==> src/rtl/spi_pkg.sv <==
// rtl/spi_pkg.sv - shared types and constants for the SPI slave receive path
package spi_pkg;

  localparam int SPI_BYTE_W  = 8;
  localparam int SYNC_STAGES = 2;

  typedef struct packed {
    logic                  sof;
    logic [SPI_BYTE_W-1:0] data;
  } rx_entry_t;

  typedef enum logic {
    FR_IDLE,
    FR_ACTIVE
  } frame_state_t;

  function automatic logic [SPI_BYTE_W-1:0] shift_in(
    input logic [SPI_BYTE_W-1:0] sr,
    input logic                  din,
    input logic                  lsb_first
  );
    return lsb_first ? {din, sr[SPI_BYTE_W-1:1]} : {sr[SPI_BYTE_W-2:0], din};
  endfunction

endpackage

==> src/rtl/sync_fifo.sv <==
// rtl/sync_fifo.sv - single-clock show-ahead FIFO, power-of-2 depth
module sync_fifo #(
  parameter int WIDTH = 9,
  parameter int DEPTH = 4
) (
  input  logic                     clk,
  input  logic                     rst_n,
  input  logic                     push,
  input  logic [WIDTH-1:0]         wdata,
  input  logic                     pop,
  output logic [WIDTH-1:0]         rdata,
  output logic                     full,
  output logic                     empty,
  output logic [$clog2(DEPTH):0]   count
);

  localparam int AW = $clog2(DEPTH);
  localparam int CW = AW + 1;

  logic [WIDTH-1:0] mem [DEPTH];
  logic [AW-1:0]    wr_ptr;
  logic [AW-1:0]    rd_ptr;
  logic             do_push;
  logic             do_pop;

  assign full    = (count == CW'(DEPTH));
  assign empty   = (count == '0);
  assign do_pop  = pop && !empty;
  // A push into a full FIFO is only taken when the head leaves the same cycle.
  assign do_push = push && (!full || do_pop);
  assign rdata   = mem[rd_ptr];

  always_ff @(posedge clk or negedge rst_n) begin
    if (!rst_n) begin
      wr_ptr <= '0;
      rd_ptr <= '0;
      count  <= '0;
      for (int i = 0; i < DEPTH; i++) begin
        mem[i] <= '0;
      end
    end else begin
      if (do_push) begin
        mem[wr_ptr] <= wdata;
        wr_ptr      <= wr_ptr + 1'b1;
      end
      if (do_pop) begin
        rd_ptr <= rd_ptr + 1'b1;
      end
      case ({do_push, do_pop})
        2'b10:   count <= count + 1'b1;
        2'b01:   count <= count - 1'b1;
        default: count <= count;
      endcase
    end
  end

endmodule

==> src/rtl/spi_slave_rx.sv <==
// rtl/spi_slave_rx.sv - SPI mode-0 slave receiver with byte FIFO and valid/ready output
module spi_slave_rx
  import spi_pkg::*;
#(
  parameter int DEPTH     = 4,
  parameter bit LSB_FIRST = 1'b0
) (
  input  logic                  clk,
  input  logic                  RSTb,
  input  logic                  SCK,
  input  logic                  MOSI,
  input  logic                  CSb,
  output logic [SPI_BYTE_W-1:0] rx_data,
  output logic                  rx_sof,
  output logic                  rx_valid,
  input  logic                  rx_ready,
  output logic                  frame_end,
  output logic                  frame_err,
  output logic                  overflow,
  input  logic                  ovf_clr,
  output logic                  busy
);

  localparam int CW   = $clog2(DEPTH) + 1;
  localparam int WARM = SYNC_STAGES + 1;

  logic [SYNC_STAGES:0]   sck_sync;
  logic [SYNC_STAGES:0]   csb_sync;
  logic [SYNC_STAGES-1:0] mosi_sync;
  logic [1:0]             warm_cnt;

  logic sck_s2, sck_s3, csb_s2, csb_s3, mosi_s2;
  logic warm, sck_rise, csb_rise, csb_fall;

  frame_state_t          state, state_nxt;
  logic                  shift_en;
  logic [2:0]            bit_cnt;
  logic [SPI_BYTE_W-1:0] shreg;
  logic [SPI_BYTE_W-1:0] byte_nxt;
  logic                  sof_pending;

  rx_entry_t       wr_entry, head;
  logic            push, pop, drop;
  logic            fifo_full, fifo_empty;
  logic [CW-1:0]   unused_fifo_count;

  always_ff @(posedge clk or negedge RSTb) begin
    if (!RSTb) begin
      sck_sync  <= '0;
      csb_sync  <= '1;
      mosi_sync <= '0;
      warm_cnt  <= '0;
    end else begin
      sck_sync  <= {sck_sync[SYNC_STAGES-1:0], SCK};
      csb_sync  <= {csb_sync[SYNC_STAGES-1:0], CSb};
      mosi_sync <= {mosi_sync[SYNC_STAGES-2:0], MOSI};
      if (warm_cnt != 2'(WARM)) begin
        warm_cnt <= warm_cnt + 1'b1;
      end
    end
  end

  assign sck_s2  = sck_sync[SYNC_STAGES-1];
  assign sck_s3  = sck_sync[SYNC_STAGES];
  assign csb_s2  = csb_sync[SYNC_STAGES-1];
  assign csb_s3  = csb_sync[SYNC_STAGES];
  assign mosi_s2 = mosi_sync[SYNC_STAGES-1];

  // Edges only count once the history flops hold real pin samples; otherwise
  // CSb held low through reset would look like a fresh fall mid-frame.
  assign warm     = (warm_cnt == 2'(WARM));
  assign sck_rise = warm && sck_s2 && !sck_s3;
  assign csb_rise = warm && csb_s2 && !csb_s3;
  assign csb_fall = warm && !csb_s2 && csb_s3;

  assign busy = ~csb_s2;

  always_ff @(posedge clk or negedge RSTb) begin
    if (!RSTb) begin
      state <= FR_IDLE;
    end else begin
      state <= state_nxt;
    end
  end

  always_comb begin
    state_nxt = state;
    shift_en  = 1'b0;
    case (state)
      FR_IDLE: begin
        if (csb_fall) begin
          state_nxt = FR_ACTIVE;
        end
      end
      FR_ACTIVE: begin
        if (csb_s2) begin
          state_nxt = FR_IDLE;
        end else if (sck_rise) begin
          shift_en = 1'b1;
        end
      end
      default: state_nxt = FR_IDLE;
    endcase
  end

  assign byte_nxt = shift_in(shreg, mosi_s2, LSB_FIRST);
  assign push     = shift_en && (bit_cnt == 3'd7);

  always_ff @(posedge clk or negedge RSTb) begin
    if (!RSTb) begin
      bit_cnt     <= '0;
      shreg       <= '0;
      sof_pending <= 1'b0;
      frame_end   <= 1'b0;
      frame_err   <= 1'b0;
    end else begin
      frame_end <= csb_rise;
      frame_err <= csb_rise && (bit_cnt != 3'd0);
      if (csb_fall || csb_s2) begin
        bit_cnt <= '0;
      end else if (shift_en) begin
        bit_cnt <= bit_cnt + 1'b1;
        shreg   <= byte_nxt;
      end
      if (csb_fall) begin
        sof_pending <= 1'b1;
      end else if (csb_rise || push) begin
        sof_pending <= 1'b0;
      end
    end
  end

  assign wr_entry = '{sof: sof_pending, data: byte_nxt};
  assign pop      = rx_valid && rx_ready;
  assign drop     = push && fifo_full && !pop;

  sync_fifo #(
    .WIDTH ($bits(rx_entry_t)),
    .DEPTH (DEPTH)
  ) u_fifo (
    .clk   (clk),
    .rst_n (RSTb),
    .push  (push),
    .wdata (wr_entry),
    .pop   (pop),
    .rdata (head),
    .full  (fifo_full),
    .empty (fifo_empty),
    .count (unused_fifo_count)
  );

  assign rx_valid = ~fifo_empty;
  assign rx_data  = head.data;
  assign rx_sof   = head.sof;

  always_ff @(posedge clk or negedge RSTb) begin
    if (!RSTb) begin
      overflow <= 1'b0;
    end else if (drop) begin
      overflow <= 1'b1;
    end else if (ovf_clr) begin
      overflow <= 1'b0;
    end
  end

endmodule
==> config.mk <==
export PLATFORM = sky130hd
export DESIGN_NAME = spi_slave_rx
export DESIGN_NICKNAME = d
export VERILOG_FILES = /design/src/rtl/spi_pkg.sv /design/src/rtl/sync_fifo.sv /design/src/rtl/spi_slave_rx.sv
export SDC_FILE = /design/constraint.sdc
export NUM_CORES = 1
export LEC_CHECK = 0
export ABC_AREA = 1
export CORE_MARGIN = 3
export CORE_UTILIZATION = 40
export CTS_CLUSTER_SIZE = 12
export DETAILED_ROUTE_END_ITERATION = 16
export GPL_TIMING_DRIVEN = 0
export PLACE_DENSITY = 0.7
export SETUP_SLACK_MARGIN = 0.4
export SLEW_MARGIN = 0
export SYNTH_ARGS = -nofsm -noshare
export SYNTH_HDL_FRONTEND = slang
export SYNTH_HIERARCHICAL = 1
export SYNTH_SLANG_ARGS = --single-unit
==> constraint.sdc <==
create_clock -name clk -period 2.2 [get_ports clk]
set_input_delay 0.66 -clock clk [delete_from_list [all_inputs] [get_ports clk]]
set_output_delay 0.66 -clock clk [all_outputs]
set_load 0.05 [all_outputs]
==> results_dict.tcl <==
set metrics [dict create \
    ys_ff_latch 68 \
    final_common_cell "nand2_1" \
    report.final.slew_viol_count 0 \
    ys_seq_area_frac 0.535 \
    slew_headroom 0.430 \
    fin_crit_sh 0.989 \
    route.detailed.drc 0 \
    cpLargestDelayFamily "compound AO/OA/AOI/OAI gates" \
    startpoint_type "flop" \
    holdWs_ns 0.349 \
    gp_congestion 0.792 \
    die_width_um 95.3 \
    synth.distinct_cells 28 \
    min_path_type "flop to flop" \
    viasPerCell 5.24 \
    rows 31 \
    synth-main-ff-cell "dfrtp_1" \
    root_buffer "clkbuf_8" \
    status "finished, final reports clean" \
    path_clk_slew_ns 0.07 \
    track_usage 0.194 \
    whs_endpoint "mosi_sync[1]$_DFF_PN0_" \
    dp_hpwl_um 5090 \
    cts_buffers 9 \
    clkLatencyLatePin_ns 0.35 \
    cts_tree "built" \
    grt_pass1_wl_um 13200 \
    clock_path_buffers 2 \
    syn_area_mm2 0.00319 \
    floorplan.initialDensity 0.426 \
    grt_antenna_before_repair 0 \
    io_pins 21 \
    cp.required_ns 1.54 \
    dieArea_mm2 0.00908 \
    avgSynthCellArea_um2 8.93 \
    route.met2.wl_um 4210 \
    crit_arrival_ns 1.52 \
    vias 2707 \
    final_area_mm2 0.00436 \
    fin_crit_ns 2.18 \
    grt_pass1_vias 2749 \
    worstMarginPinSlew_ns 0.854 \
    path_cells "clkinv_4, o21ai_0, o22ai_4, buf_6" \
    cts.sinks 68 \
    fp.dieH_um 95.3 \
    io_buffers 20 \
    final_hold_viol_count 0 \
    layout-drive-gt1-share 0.328 \
    top_layer "met4" \
    rsz0062_at_grt "yes" \
    diodes 0 \
    fmax_mhz 459 \
    dpl-instance-area_mm2 0.00370 \
    cp-end-kind "output port" \
    slowest_delay_ns 0.43 \
    reg2reg_to "u_fifo/count[2]$_DFFE_PN0P_" \
    yosys.area.top_type_share 0.510 \
    coreArea_mm2 0.00749 \
    hold-path-cell-count 0 \
    fin_skew_ns 0.0106 \
    synth_area_leaders "dfrtp_1 51%, nand2_1 13%, nand4_1 7.1%" \
    power.total_mw 5.08 \
    htree_levels 3 \
    reg2reg_slack_ns 0.10 \
    synthArstFlopShare 1.00 \
    ant_nets 0 \
    cts_hold_buffers 0 \
    areaGrowthSynthToFinish_pct 36.8 \
    drv_cap 0 \
    dr.pass1.iters 5 \
    r2r-start "bit_cnt[0]$_DFFE_PN0P_" \
    syn-num-nets 374 \
    drt-wirelength-per-cell_um 15.6 \
    yosysTopAreaCell "dfrtp_1" \
    netlist_instances 357 \
    setup_violations 0 \
    layout_common_cells "106 x nand2_1, 63 x dfrtp_1, 36 x nand4_1" \
    grt_overflow 0 \
    ys.warnings.count 6 \
    cp_max_fo 10 \
    ir_worst_vdd_mv 0.449 \
    min_from "mosi_sync[0]$_DFF_PN0_" \
    dp_cells 476 \
    cpMaxStageDelayCell "dfrtp_2" \
    stdcell_count 517 \
    crit_type "flop to output port" \
    synth_edf_count 0 \
    leakage_nw 2.14 \
    num-fill-cells 633 \
    critPathBufInv 2 \
    wl_met3_um 369 \
    drt_iter0_drc 161 \
    grt_max_degree 69 \
    final_nets 430 \
    routed_wl_um 8090 \
    reg2reg_depth 13 \
    power_density_mw_per_mm2 1170 \
    met1_length_um 3400 \
]
[worst max path at each step]
| stage | start | end | slack, ns | cells past startpoint |
|---|---|---|---|---|
| finish | u_fifo/rd_ptr[0]$_DFFE_PN0P_ | rx_data[2] | 0.02 | 4 |
| floorplan | csb_sync[1]$_DFF_PN1_ | u_fifo/count[2]$_DFFE_PN0P_ | 0.09 | 14 |
| CTS | u_fifo/rd_ptr[0]$_DFFE_PN0P_ | rx_data[0] | 0.01 | 5 |
| detailed placement | u_fifo/rd_ptr[1]$_DFFE_PN0P_ | rx_data[2] | -0.50 | 4 |
| global placement | RSTb | warm_cnt[1]$_DFFE_PN0P_ | -1.86 | 1 |
| global route | u_fifo/rd_ptr[0]$_DFFE_PN0P_ | rx_data[2] | -0.03 | 4 |
[timing repair]
action                                  4_1_cts  5_1_grt
setup buffers                                22        1
resized for setup                           143       34
gates cloned                                  1        1
pin swaps                                    11        8
endpoints found under the setup margin       47       21
[sequential cells by signal, indices dropped and copies added (netlist names)]
name           flops
frame_end          1
mosi_sync          2
sof_pending        1
u_fifo/wr_ptr      2
bit_cnt            3
overflow           1
frame_err          1
csb_sync           3
state              1
shreg              7
u_fifo/count       3
u_fifo/rd_ptr      2
u_fifo/mem        36
sck_sync           3
warm_cnt           2
[cell type report]
| class | count | area [um^2] | share of cell area |
|---|---|---|---|
| Tap cell | 99 | 124 | 0.0284 |
| Buffer | 19 | 171 | 0.0393 |
| Sequential cell | 68 | 1710 | 0.392 |
| Multi-Input combinational cell | 245 | 1610 | 0.369 |
| Clock buffer | 12 | 145 | 0.0333 |
| Timing Repair Buffer | 45 | 424 | 0.0972 |
| Clock inverter | 4 | 72.6 | 0.0166 |
| Inverter | 25 | 106 | 0.0244 |
[routing by layer]
layer	vias to the layer above	global-route usage
met5	-	0
met4	0	0.0649
met3	9	0.0505
met2	56	0.334
met1	1338	0.237
li1	1304	-
[through the flow]
step                 util  setup TNS (ns)  setup slack, ns
floorplan               -               0           0.0920
global placement    0.494         -128.31            -1.86
detailed placement  0.494           -5.00           -0.498
CTS                 0.565               0           0.0109
global route        0.583          -0.105          -0.0343
finish              0.583               0           0.0235
[synthesized netlist by cell type (3+ instances only)]
| library cell | instances |
|---|---|
| nand3_1 | 18 |
| nand2_1 | 109 |
| nand2_2 | 3 |
| dfrtp_1 | 65 |
| nor2_1 | 23 |
| o21ai_0 | 20 |
| nand4_1 | 36 |
| inv_1 | 23 |
| ha_1 | 9 |
| buf_1 | 4 |
| clkbuf_1 | 4 |
| o22ai_1 | 9 |
| xnor2_1 | 3 |
| nand3_2 | 3 |
| dfstp_2 | 3 |
| buf_2 | 7 |
[where the power goes]
| group | internal, mW | switching (mW) |
|---|---|---|
| Sequential | 1.33 | 0.0925 |
| Clock | 0.668 | 0.469 |
| Combinational | 1.05 | 1.48 |
[cells by family (layout without fill, tap and decap cells)]
| kind of cell | after synthesis | in the layout | synth area share |
|---|---|---|---|
| AND/OR/NAND/NOR | 198 | 198 | 0.292 |
| buffers and inverters | 44 | 105 | 0.0616 |
| flip-flops | 68 | 68 | 0.535 |
| XOR/XNOR | 5 | 5 | 0.0137 |
| adder cells (fa/ha/maj) | 10 | 10 | 0.0416 |
| multiplexers | 1 | 1 | 0.00353 |
| AO/OA/AOI/OAI | 31 | 31 | 0.0530 |
[worst reg2reg max path, delay by kind of cell, from the launching register on]
| family | cells | cell delay (ns) |
|---|---|---|
| and+or+nand+nor | 4 | 0.28 |
| adders and majority gates | 4 | 0.84 |
| xor gates and xnor gates | 1 | 0.17 |
| DFF | 1 | 0.41 |
| buffers and inverters | 4 | 0.27 |
Note: power is estimated with default switching activity, not from simulation.
